**src/rtl/zone_read_ctrl.sv**
```systemverilog
// zone_read_ctrl
//   Read-side sequencer for the zone-mean FIFO. Once per frame it pulls
//   ROW_LEN*ROWS bytes from the FIFO and re-times them into a valid/ready
//   stream tagged with zone coordinates. It covers the FIFO read latency and
//   the stale empty flag, and a small skid buffer absorbs downstream stalls.
//
// Ports
//   clk          single clock (FIFO read side)
//   rst          synchronous, active-high reset
//   frame_start  one-cycle pulse, arms one frame
//   fifo_empty   FIFO empty flag (lags rd_en by one cycle)
//   fifo_dout    FIFO read data, valid RD_LAT cycles after rd_start
//   rd_start     read request to the FIFO wrapper
//   zone_data    zone mean at the stream head
//   zone_x       column index of the stream head
//   zone_y       row index of the stream head
//   zone_valid   stream valid
//   zone_ready   stream ready
//   busy         high whenever not IDLE
//   frame_done   one-cycle pulse, frame complete
//   overrun_err  sticky, frame_start seen while busy
//
// state | meaning
// ------+----------------------------------------------------------
// IDLE  | waiting for frame_start
// READ  | issuing FIFO reads until the whole frame has been requested
// DRAIN | all reads issued, waiting for in-flight data and skid to empty
// DONE  | single cycle, frame_done asserted

module zone_read_ctrl #(
  parameter int ROW_LEN    = 40,
  parameter int ROWS       = 24,
  parameter int RD_LAT     = 2,
  parameter int SKID_DEPTH = 4   // power of two, >= RD_LAT
) (
  input  logic       clk,
  input  logic       rst,
  input  logic       frame_start,
  input  logic       fifo_empty,
  input  logic [7:0] fifo_dout,
  output logic       rd_start,
  output logic [7:0] zone_data,
  output logic [5:0] zone_x,
  output logic [4:0] zone_y,
  output logic       zone_valid,
  input  logic       zone_ready,
  output logic       busy,
  output logic       frame_done,
  output logic       overrun_err
);

  localparam int PW  = $clog2(SKID_DEPTH);
  localparam int CW  = PW + 1;
  localparam int IFW = $clog2(RD_LAT + 1);
  localparam int SW  = CW + 1;

  localparam logic [10:0]   TOTAL_W = 11'(ROW_LEN * ROWS);
  localparam logic [SW-1:0] DEPTH_W = SW'(SKID_DEPTH);
  localparam logic [5:0]    X_LAST  = 6'(ROW_LEN - 1);
  localparam logic [4:0]    Y_LAST  = 5'(ROWS - 1);

  typedef enum logic [1:0] {IDLE, READ, DRAIN, DONE} state_t;

  state_t            state, state_nxt;
  logic [10:0]       issued;
  logic              rd_start_q;
  logic [RD_LAT-1:0] lat_sr, lat_nxt;
  logic [IFW-1:0]    inflight;
  logic [7:0]        skid_mem [SKID_DEPTH];
  logic [PW-1:0]     wr_ptr, rd_ptr;
  logic [CW-1:0]     skid_count;
  logic [SW-1:0]     credit_used;
  logic [5:0]        x_q;
  logic [4:0]        y_q;
  logic              push, pop, accept;

  // Each rd_start walks down lat_sr; the bit falling off the end marks the
  // cycle in which fifo_dout carries that read's data.
  always_comb begin
    lat_nxt    = lat_sr;
    lat_nxt[0] = rd_start;
    for (int i = 1; i < RD_LAT; i++) lat_nxt[i] = lat_sr[i-1];
  end

  always_comb begin
    inflight = '0;
    for (int i = 0; i < RD_LAT; i++) inflight = inflight + IFW'(lat_sr[i]);
  end

  // Credit counts every read not yet handed downstream; a pop in the same
  // cycle gives no credit, so the skid buffer can never overflow.
  assign credit_used = SW'(skid_count) + SW'(inflight);

  // The empty flag is stale for one cycle after a read, hence never two
  // reads back to back.
  assign rd_start = (state == READ) && !rst && !fifo_empty && !rd_start_q &&
                    (credit_used < DEPTH_W) && (issued < TOTAL_W);

  assign push   = lat_sr[RD_LAT-1];
  assign pop    = zone_valid && zone_ready;
  assign accept = (state == IDLE) && frame_start;

  always_comb begin
    state_nxt = state;
    case (state)
      IDLE:    if (frame_start) state_nxt = READ;
      READ:    if (issued == TOTAL_W) state_nxt = DRAIN;
      DRAIN:   if ((inflight == '0) && (skid_count == '0)) state_nxt = DONE;
      DONE:    state_nxt = IDLE;
      default: state_nxt = IDLE;
    endcase
  end

  always_ff @(posedge clk) begin
    if (rst) begin
      state       <= IDLE;
      issued      <= '0;
      rd_start_q  <= 1'b0;
      lat_sr      <= '0;
      wr_ptr      <= '0;
      rd_ptr      <= '0;
      skid_count  <= '0;
      x_q         <= '0;
      y_q         <= '0;
      overrun_err <= 1'b0;
    end else begin
      state      <= state_nxt;
      rd_start_q <= rd_start;
      lat_sr     <= lat_nxt;

      if (accept)        issued <= '0;
      else if (rd_start) issued <= issued + 11'd1;

      // Pointers wrap naturally because SKID_DEPTH is a power of two.
      if (push) wr_ptr <= wr_ptr + 1'b1;
      if (pop)  rd_ptr <= rd_ptr + 1'b1;

      case ({push, pop})
        2'b10:   skid_count <= skid_count + 1'b1;
        2'b01:   skid_count <= skid_count - 1'b1;
        default: skid_count <= skid_count;
      endcase

      // Coordinates belong to the stream head and advance on each transfer;
      // the wrap after the last zone leaves them at (0,0) for the next frame.
      if (accept) begin
        x_q <= '0;
        y_q <= '0;
      end else if (pop) begin
        if (x_q == X_LAST) begin
          x_q <= '0;
          y_q <= (y_q == Y_LAST) ? 5'd0 : y_q + 5'd1;
        end else begin
          x_q <= x_q + 6'd1;
        end
      end

      if (frame_start && (state != IDLE)) overrun_err <= 1'b1;
    end
  end

  always_ff @(posedge clk) begin
    if (push && !rst) skid_mem[wr_ptr] <= fifo_dout;
  end

  assign zone_valid = (skid_count != '0);
  assign zone_data  = zone_valid ? skid_mem[rd_ptr] : 8'd0;
  assign zone_x     = x_q;
  assign zone_y     = y_q;
  assign busy       = (state != IDLE);
  assign frame_done = (state == DONE);

endmodule
```
**config.mk**
```make
export PLATFORM = sky130hd
export DESIGN_NAME = zone_read_ctrl
export DESIGN_NICKNAME = d
export VERILOG_FILES = /design/src/rtl/zone_read_ctrl.sv
export SDC_FILE = /design/constraint.sdc
export NUM_CORES = 1
export LEC_CHECK = 0
export CAP_MARGIN = 20
export CORE_MARGIN = 8
export CORE_UTILIZATION = 40
export DETAILED_ROUTE_END_ITERATION = 8
export PLACE_DENSITY = 0.64
export SLEW_MARGIN = 0
export SYNTH_ARGS = -nofsm -noshare
export SYNTH_HDL_FRONTEND = slang
export SYNTH_SLANG_ARGS = --single-unit
```
**constraint.sdc**
```tcl
create_clock -name clk -period 4.7 [get_ports clk]
set_input_delay 1.41 -clock clk [delete_from_list [all_inputs] [get_ports clk]]
set_output_delay 1.41 -clock clk [all_outputs]
set_load 0.05 [all_outputs]
```
==> results.sh, run 1 <==
export IMPL_ys_ff_latch=68
export IMPL_rsz0062_at_grt="false"
export IMPL_core_area_sq_mm=0.00757
export IMPL_wirelength_mm=5.67
export IMPL_place_inst=389
export IMPL_cts_tree="built"
export IMPL_clockRootBuffer="clkbuf_8"
export IMPL_path_clk_slew_ns=0.07
export IMPL_cts_resized=0
export IMPL_arrival_ns=2.79
export IMPL_setup_viol=0
export IMPL_ys_types=44
export IMPL_seq_area_frac_synth=0.547
export IMPL_layoutNonFillerInstCount=405
export IMPL_fin_nets=329
export IMPL_skew_ns=0.0112
export IMPL_dp_hpwl_mm=3.96
export IMPL_min_path_type="reg2reg"
export IMPL_fin_setup_tns_ns=0
export IMPL_cts_made_buffers=9
export IMPL_num_vias=2025
export IMPL_area_delta_synth_final_pct=22.0
export IMPL_yosysTopAreaCell="edfxtp_1"
export IMPL_postLayoutCoreUtil=0.496
export IMPL_postSynthCellCount=259
export IMPL_htree_levels=3
export IMPL_drv_slew=0
export IMPL_mostFrequentLayoutCells="36 x dfxtp_1, 35 x clkdlybuf4s50_1, 32 x edfxtp_1"
export IMPL_numPortBuffers=36
export IMPL_switchingPower_uw=442
export IMPL_layout_worst_path_cycle_share=0.894
export IMPL_cts_num_sinks=68
export IMPL_internal_power_uw=1060
export IMPL_pin_count=37
export IMPL_switching_share=0.294
export IMPL_grt_max_degree=19
export IMPL_yosys_warnings=0
export IMPL_dieHeight_um=104
export IMPL_worstMarginPinSlew_ns=0.794
export IMPL_fin_crit_ns=4.20
export IMPL_drive_above_1_share=0.119
export IMPL_die_area_sq_mm=0.0107
export IMPL_synth_edf_count=32
export IMPL_yosysTopAreaCellShare=0.313
export IMPL_maxSlewHeadroom=0.471
export IMPL_synthFlopType="dfxtp_1"
export IMPL_num_antenna_cells=0
export IMPL_grtUsageTotal=0.113
export IMPL_grt_pass1_vias=2087
export IMPL_drc=0
export IMPL_wire_per_inst_um=14.0
export IMPL_cp_required_ns=3.29
export IMPL_drv_cap=0
export IMPL_grt_overflow=0
export IMPL_post_cts_setup_buffers=0
export IMPL_final_common_cell="dfxtp_1"
export IMPL_grt_pass1_wl_mm=9.96
export IMPL_postRouteAntennaNets=0
export IMPL_cp_start_kind="input pin"
export IMPL_leakagePower_uw=0.00131
export IMPL_finalHoldViolations=0
export IMPL_rows=32
export IMPL_fmax_ghz=0.238
export IMPL_p_per_area_mw_per_mm2=400
export IMPL_cts_buffer_depth=2
export IMPL_start_util=0.406
export IMPL_firstDrtPassIters=4
export IMPL_synth_nets=290
export IMPL_synthArstFlopShare=0
export IMPL_worstSkewPairLatency_ns=0.34
export IMPL_syn_area_sq_mm=0.00307
export IMPL_crit_type="in2out"
export IMPL_die_w_um=104
export IMPL_power_share_clock=0.347
export IMPL_via_per_inst=5.00
export IMPL_max_vdd_ir_drop_mv=0.214
export IMPL_drtIter0Drc=81
export IMPL_syn_avg_cell_area_sq_um=11.9
export IMPL_cp_max_fo=4
export IMPL_cp_end_kind="output port"
export IMPL_gp_congestion=0.827
export IMPL_synthTopCellsByArea="edfxtp_1 31%, dfxtp_1 23%, ha_1 6.9%"
export IMPL_cts_hold_fix_buffers=0
export IMPL_seqPwrFrac=0.444
export IMPL_pwr_share_comb=0.209
export IMPL_status="finished clean"
export IMPL_antenna_found_initial=0
==> synthesized netlist by cell type (2+ instances only) <==
library cell / count
o21ai_0: 6
clkbuf_1: 8
a31oi_1: 3
inv_1: 15
xor2_1: 7
buf_6: 2
nor3_1: 3
mux2i_1: 7
mux4_2: 8
xnor2_1: 2
a31o_2: 3
nand2_1: 13
edfxtp_1: 32
nand2b_1: 4
and3_2: 2
dfxtp_1: 36
nand4_1: 4
nand3_1: 7
or4_1: 4
ha_1: 17
o31ai_1: 4
nor4_1: 3
or3_1: 2
and2_1: 13
nor2_1: 23
and4_1: 2
a21oi_1: 12
==> per-stage QoR <==
| step | hold WS (ns) | power (uW) | worst slack, ns | area (sq um) |
|---|---|---|---|---|
| 4_1_cts | 0.474 | 1520 | 0.485 | 3750 |
| 5_1_grt | 0.506 | 1570 | 0.297 | 3750 |
| 3_3_place_gp | 0.453 | 994 | 0.503 | 3530 |
| 3_5_place_dp | 0.463 | 997 | 0.504 | 3530 |
| 6_report | 0.472 | 1500 | 0.497 | 3750 |
| 2_1_floorplan | 0.441 | 899 | 0.498 | 3070 |
==> state kept, by name (all words and copies together) (netlist names), named ones only <==
| signal | count |
|---|---|
| skid_mem | 32 |
| issued | 11 |
| zone_x | 6 |
| zone_y | 5 |
| skid_count | 3 |
| lat_sr | 2 |
| rd_ptr | 2 |
| state | 2 |
| wr_ptr | 2 |
| overrun_err | 1 |
==> worst max-delay path: stages <==
cell	delay [ns]
clkdlybuf4s50_1	0.44
nor3_1	0.27
nand3_1	0.14
nor2_1	0.33
buf_12	0.19
==> power by group through the flow <==
stage	Clock (uW)	Sequential, uW	Combinational, uW
2_1_floorplan	0	680	219
3_3_place_gp	0	680	314
3_5_place_dp	0	681	317
4_1_cts	533	668	317
5_1_grt	557	671	345
6_report	521	667	313
==> area by class of cell <==
| class | count | area, sq um |
|---|---|---|
| multi-input combinational | 166 | 1280 |
| sequential | 68 | 1680 |
| timing repair buffer | 38 | 385 |
| clock buffer | 10 | 128 |
| tap | 102 | 128 |
| clock inverter | 6 | 88.8 |
| inverter | 15 | 56.3 |
| fill | 669 | 3820 |
==> final timing paths <==
path | to | start | slack [ns] | cells after the start
setup reg to reg | issued[3] | lat_sr[1] | 2.62 | 7
setup / recovery | rd_start | rst | 0.50 | 5
hold reg to reg | lat_sr[1] | lat_sr[0] | 0.47 | 2
hold / removal | lat_sr[1] | lat_sr[0] | 0.47 | 2
==> per-layer routing <==
| metal | vias up | share of wire | wire [um] | global-route usage |
|---|---|---|---|---|
| li1 | 1020 | - | - | - |
| met1 | 956 | 0.48 | 2710 | 0.134 |
| met2 | 39 | 0.47 | 2650 | 0.181 |
| met3 | 10 | 0.044 | 251 | 0.0415 |
| met4 | 0 | 0.012 | 69 | 0.0434 |
| met5 | - | 0 | 0 | 0 |
==> kinds of logic (layout without fill, tap and decap cells) <==
family                     Yosys count  count (layout)  synth area share
DFF                                 68              68             0.547
muxes                               15              15            0.0814
and+or+nand+nor                     90              90             0.162
AOI/OAI and AO/OA                   34              34            0.0729
buffers and inverters               25              69            0.0354
xor gates and xnor gates             9               9            0.0257
adders and majority gates           18              18            0.0757
Power figures use the tool's default switching activity.
==> run 2, diff against run 1 <==
--- a/config.mk
+++ b/config.mk
@@ -8,6 +8,7 @@
 export CAP_MARGIN = 20
 export CORE_MARGIN = 8
 export CORE_UTILIZATION = 40
+export CTS_BUF_LIST = sky130_fd_sc_hd__clkbuf_8
 export DETAILED_ROUTE_END_ITERATION = 8
 export PLACE_DENSITY = 0.64
 export SLEW_MARGIN = 0
==> constraint.sdc (replaced) <==
create_clock -name clk -period 4.7 [get_ports clk]
set_input_delay 1.41 -clock clk [delete_from_list [all_inputs] [get_ports clk]]
set_output_delay 1.41 -clock clk [all_outputs]
set_load 0.01 [all_outputs]
==> run 2 against run 1 <==
Effect of this change: final area is 0.27% lower; worst hold slack gained 0.0013 ns; count of clock-buffer cells in the layout fell by 1; register-to-register slack hardly changed; total power decreased by 6.1%; global-route usage hardly changed; sequential share of layout area increased by 0.12 points; critical path depth did not move; die area unchanged; clock skew shrank 0.0011 ns.
==> results.sh, run 2 (synthesis results as in run 1) <==
export IMPL_cts_hold_fix_buffers=0
export IMPL_antenna_found_initial=0
export IMPL_grt_max_degree=19
export IMPL_status="finished clean"
export IMPL_cts_made_buffers=9
export IMPL_leakagePower_uw=0.00133
export IMPL_cts_num_sinks=68
export IMPL_grt_pass1_vias=2083
export IMPL_cp_start_kind="input pin"
export IMPL_reg2reg_slack_ns=2.61
export IMPL_drtIter0Drc=77
export IMPL_core_area_sq_mm=0.00757
export IMPL_maxSlewHeadroom=0.459
export IMPL_largest_register_ffs=32
export IMPL_rows=32
export IMPL_grt_pass1_wl_mm=9.93
export IMPL_postRouteAntennaNets=0
export IMPL_rsz0062_at_grt="false"
export IMPL_min_path_type="reg2reg"
export IMPL_die_area_sq_mm=0.0107
export IMPL_cp_depth=5
export IMPL_critPathMaxStageDelay_ns=0.56
export IMPL_worstSkewPairLatency_ns=0.33
export IMPL_pwr_share_comb=0.170
export IMPL_cp_end_kind="output port"
export IMPL_die_w_um=104
export IMPL_wire_per_inst_um=14.6
export IMPL_drv_slew=0
export IMPL_cts_buffer_depth=2
export IMPL_clockRootBuffer="clkbuf_8"
export IMPL_via_per_inst=5.05
export IMPL_r2r_start="skid_count[0]"
export IMPL_hold_depth=2
export IMPL_min_delay_start="overrun_err"
export IMPL_gp_congestion=0.793
export IMPL_area_delta_synth_final_pct=21.7
export IMPL_skew_ns=0.0101
export IMPL_setup_viol=0
export IMPL_fin_crit_ns=4.43
export IMPL_start_util=0.406
export IMPL_num_vias=2051
export IMPL_mostFrequentLayoutCells="36 x dfxtp_1, 36 x clkdlybuf4s50_1, 32 x edfxtp_1"
export IMPL_wirelength_mm=5.92
export IMPL_path_common_cell="clkdlybuf4s50_1"
export IMPL_path_clk_slew_ns=0.07
export IMPL_fin_nets=330
export IMPL_dieHeight_um=104
export IMPL_max_vdd_ir_drop_mv=0.173
export IMPL_r2r_end="skid_count[2]"
export IMPL_layout_worst_path_cycle_share=0.942
export IMPL_layoutNonFillerInstCount=406
export IMPL_cts_tree="built"
export IMPL_drv_cap=0
export IMPL_reg2reg_depth=7
export IMPL_seqPwrFrac=0.473
export IMPL_firstDrtPassIters=4
export IMPL_cts_resized=0
export IMPL_grt_overflow=0
export IMPL_worstMarginPinSlew_ns=0.812
export IMPL_p_per_area_mw_per_mm2=377
export IMPL_htree_levels=3
export IMPL_crit_type="in2out"
export IMPL_whs_endpoint="overrun_err"
export IMPL_internal_power_uw=1050
export IMPL_whs_ns=0.473
export IMPL_crit_path_cell_trace="clkdlybuf4s50_1 > nor3_1 > nand3_1 > nor2_1 > clkdlybuf4s50_1"
export IMPL_cp_required_ns=3.29
export IMPL_place_inst=390
export IMPL_drive_above_1_share=0.112
export IMPL_arrival_ns=3.02
export IMPL_cp_max_fo=2
export IMPL_fmax_ghz=0.226
export IMPL_grtUsageTotal=0.113
export IMPL_power_share_clock=0.357
export IMPL_pin_count=37
export IMPL_numPortBuffers=36
export IMPL_critical_path_buf_inv_count=2
export IMPL_crit_slowest_cell="clkdlybuf4s50_1"
export IMPL_dp_hpwl_mm=4.15
export IMPL_switchingPower_uw=356
export IMPL_finalHoldViolations=0
export IMPL_fin_setup_tns_ns=0
export IMPL_regMostFlops="skid_mem"
export IMPL_num_antenna_cells=0
export IMPL_cp_top_family="buffers and inverters"
export IMPL_switching_share=0.253
export IMPL_drc=0
export IMPL_post_cts_setup_buffers=0
[run 2: changes by cell type in the layout (fill, tap and decap cells not counted)]
cell	previous run	this run
buf_4	2	3
clkdlybuf4s50_1	35	36
clkbuf_1	1	0
inv_1	15	18
clkinvlp_4	2	0
buf_12	1	0
[run 2: area by class of cell]
class                   count  area (sq um)
well taps                 102           128
inverters                  15          56.3
flip-flops and latches     68          1680
multi-input cells         166          1280
clock buffers               9           124
repair buffers             39           383
clock inverters             7          85.1
fillers                   692          3830
[run 2: metrics by stage]
stage               instance area, sq um  utilization  worst slack [ns]  power [uW]
global placement                    3530        0.467             0.302         918
CTS                                 3740        0.494             0.251        1430
global route                        3740        0.494             0.163        1480
floorplan                           3070            -             0.983         825
finish                              3740        0.494             0.272        1410
detailed placement                  3530        0.467             0.257         923
[run 2: power by group through the flow]
stage | clock, uW | combinational [uW] | sequential, uW
after floorplan | 0 | 155 | 670
after global placement | 0 | 238 | 680
after detailed placement | 0 | 243 | 680
after CTS | 519 | 243 | 667
after global routing | 539 | 266 | 671
final | 503 | 239 | 667
[run 2: routing by layer]
layer,track usage,routed length [um]
met3,0.0316,255
met1,0.135,2790
met5,0,0
met4,0.0548,77
met2,0.182,2800
[run 2: worst reg2reg max path, stage by stage, from the launching register on]
cell and delay [ns]:
dfxtp_1 0.48, o31a_2 0.30, ha_1 0.21, inv_1 0.06
fa_1 0.37, xor2_1 0.16, or3_1 0.30, a21oi_1 0.14
[run 2: worst max path at each step]
stage                           from  slack (ns)  endpoint
after floorplan                  rst        0.98  rd_start
after global placement           rst        0.30  rd_start
after detailed placement  fifo_empty        0.26  rd_start
after CTS                 fifo_empty        0.25  rd_start
after global routing      fifo_empty        0.16  rd_start
final                            rst        0.27  rd_start
==> run 3, diff against run 2 <==
--- a/config.mk
+++ b/config.mk
@@ -6,7 +6,7 @@
 export NUM_CORES = 1
 export LEC_CHECK = 0
 export CAP_MARGIN = 20
-export CORE_MARGIN = 8
+export CORE_MARGIN = 5
 export CORE_UTILIZATION = 40
 export CTS_BUF_LIST = sky130_fd_sc_hd__clkbuf_8
 export DETAILED_ROUTE_END_ITERATION = 8
@@ -15,3 +15,4 @@
 export SYNTH_ARGS = -nofsm -noshare
 export SYNTH_HDL_FRONTEND = slang
 export SYNTH_SLANG_ARGS = --single-unit
+export TNS_END_PERCENT = 10
==> run 3 against run 2 <==
Effect of this change: critical path depth unchanged; worst hold slack gained 0.012 ns; routed wire length decreased by 5.3%; die area down 11%; critical endpoint unchanged; highest routed layer unchanged.
==> results.sh, run 3 (synthesis results as in run 1) <==
export IMPL_postLayoutCoreUtil=0.493
export IMPL_fin_nets=330
export IMPL_postRouteAntennaNets=0
export IMPL_top_layer="met4"
export IMPL_reg2reg_depth=7
export IMPL_grt_pass1_vias=2040
export IMPL_reg2reg_slack_ns=2.59
export IMPL_cts_num_sinks=68
export IMPL_die_area_sq_mm=0.00954
export IMPL_wirelength_mm=5.61
export IMPL_num_antenna_cells=0
export IMPL_r2r_start="lat_sr[1]"
export IMPL_cts_made_buffers=9
export IMPL_firstDrtPassIters=4
export IMPL_met3_length_um=261
export IMPL_fin_crit_ns=4.41
export IMPL_dieHeight_um=97.7
export IMPL_finalHoldViolations=0
export IMPL_met1_length_mm=2.63
export IMPL_r2r_end="issued[4]"
export IMPL_maxSlewHeadroom=0.554
export IMPL_crit_type="in2out"
export IMPL_via_per_inst=4.94
export IMPL_cts_hold_fix_buffers=0
export IMPL_largest_register_ffs=32
export IMPL_hold_depth=2
export IMPL_skew_ns=0.00773
export IMPL_numPortBuffers=36
export IMPL_core_area_sq_mm=0.00761
export IMPL_fillerInstances=704
export IMPL_cts_tree="built"
export IMPL_wl_met2_mm=2.67
export IMPL_mostFrequentLayoutCells="36 x dfxtp_1, 36 x clkdlybuf4s50_1, 32 x edfxtp_1"
export IMPL_dp_hpwl_mm=3.91
export IMPL_grt_pass1_wl_mm=9.73
export IMPL_whs_ns=0.485
export IMPL_min_delay_start="overrun_err"
export IMPL_cp_end_kind="output port"
export IMPL_drtIter0Drc=61
export IMPL_pin_count=37
export IMPL_area_delta_synth_final_pct=21.9
export IMPL_wire_per_inst_um=13.8
export IMPL_cp_max_fo=2
export IMPL_max_vdd_ir_drop_mv=0.199
export IMPL_rsz0062_at_grt="false"
export IMPL_path_clk_slew_ns=0.07
export IMPL_num_vias=2006
export IMPL_arrival_ns=3.00
export IMPL_regMostFlops="skid_mem"
export IMPL_post_cts_setup_buffers=0
export IMPL_clockRootBuffer="clkbuf_8"
export IMPL_grt_max_degree=19
export IMPL_fin_setup_tns_ns=0
export IMPL_whs_endpoint="overrun_err"
export IMPL_htree_levels=3
export IMPL_rows=32
export IMPL_setup_viol=0
export IMPL_leakagePower_uw=0.00132
export IMPL_drive_above_1_share=0.118
export IMPL_cp_required_ns=3.29
export IMPL_fin_total_pwr_uw=1420
export IMPL_min_path_type="reg2reg"
export IMPL_worstSkewPairLatency_ns=0.34
export IMPL_drv_cap=0
export IMPL_gp_congestion=0.775
export IMPL_grt_overflow=0
export IMPL_cp_start_kind="input pin"
export IMPL_worstMarginPinSlew_ns=0.669
export IMPL_die_w_um=97.7
export IMPL_layout_worst_path_cycle_share=0.939
export IMPL_status="finished clean"
export IMPL_start_util=0.404
export IMPL_drv_slew=0
export IMPL_cts_resized=0
export IMPL_fmax_ghz=0.227
export IMPL_antenna_found_initial=0
export IMPL_grtUsageTotal=0.126
export IMPL_p_per_area_mw_per_mm2=379
export IMPL_cts_buffer_depth=2
export IMPL_drc=0
==> run 3: per-layer routing <==
| layer | up-vias | global-route usage |
|---|---|---|
| li1 | 1022 | - |
| met1 | 942 | 0.156 |
| met2 | 36 | 0.206 |
| met3 | 6 | 0.0495 |
| met4 | 0 | 0.0362 |
| met5 | - | 0 |
==> run 3: metrics by stage <==
step	cell area (sq um)	std cells	worst slack (ns)
6_report	3750	406	0.287
5_1_grt	3750	406	0.186
4_1_cts	3750	406	0.275
3_5_place_dp	3530	390	0.286
3_3_place_gp	3530	390	0.310
2_1_floorplan	3070	259	0.983
==> run 3: power by group <==
part           switching [uW]  internal [uW]  total [uW]
clock network             217            296         514
logic                     118            120         238
registers                27.3            640         667
total                     363           1060        1420
==> run 3: cell type report <==
type / instances / area, sq um / share of cell area
inverters: 15 / 56.3 / 0.0150
flip-flops and latches: 68 / 1680 / 0.449
repair buffers: 39 / 383 / 0.102
multi-input cells: 166 / 1280 / 0.342
clock buffers: 9 / 124 / 0.0331
well taps: 102 / 128 / 0.0341
clock inverters: 7 / 92.6 / 0.0247
==> run 3: worst max-delay path by stage <==
stage               startpoint        to  slack (ns)  cells after the start
floorplan                  rst  rd_start        0.98                      5
global placement           rst  rd_start        0.31                      5
detailed placement         rst  rd_start        0.29                      5
CTS                        rst  rd_start        0.28                      5
global route               rst  rd_start        0.19                      5
finish                     rst  rd_start        0.29                      5
==> run 3: critical path, stage by stage <==
cell and delay [ns]:
clkdlybuf4s50_1 0.43, nor3_1 0.31, nand3_1 0.15, nor2_1 0.14, clkdlybuf4s50_1 0.55
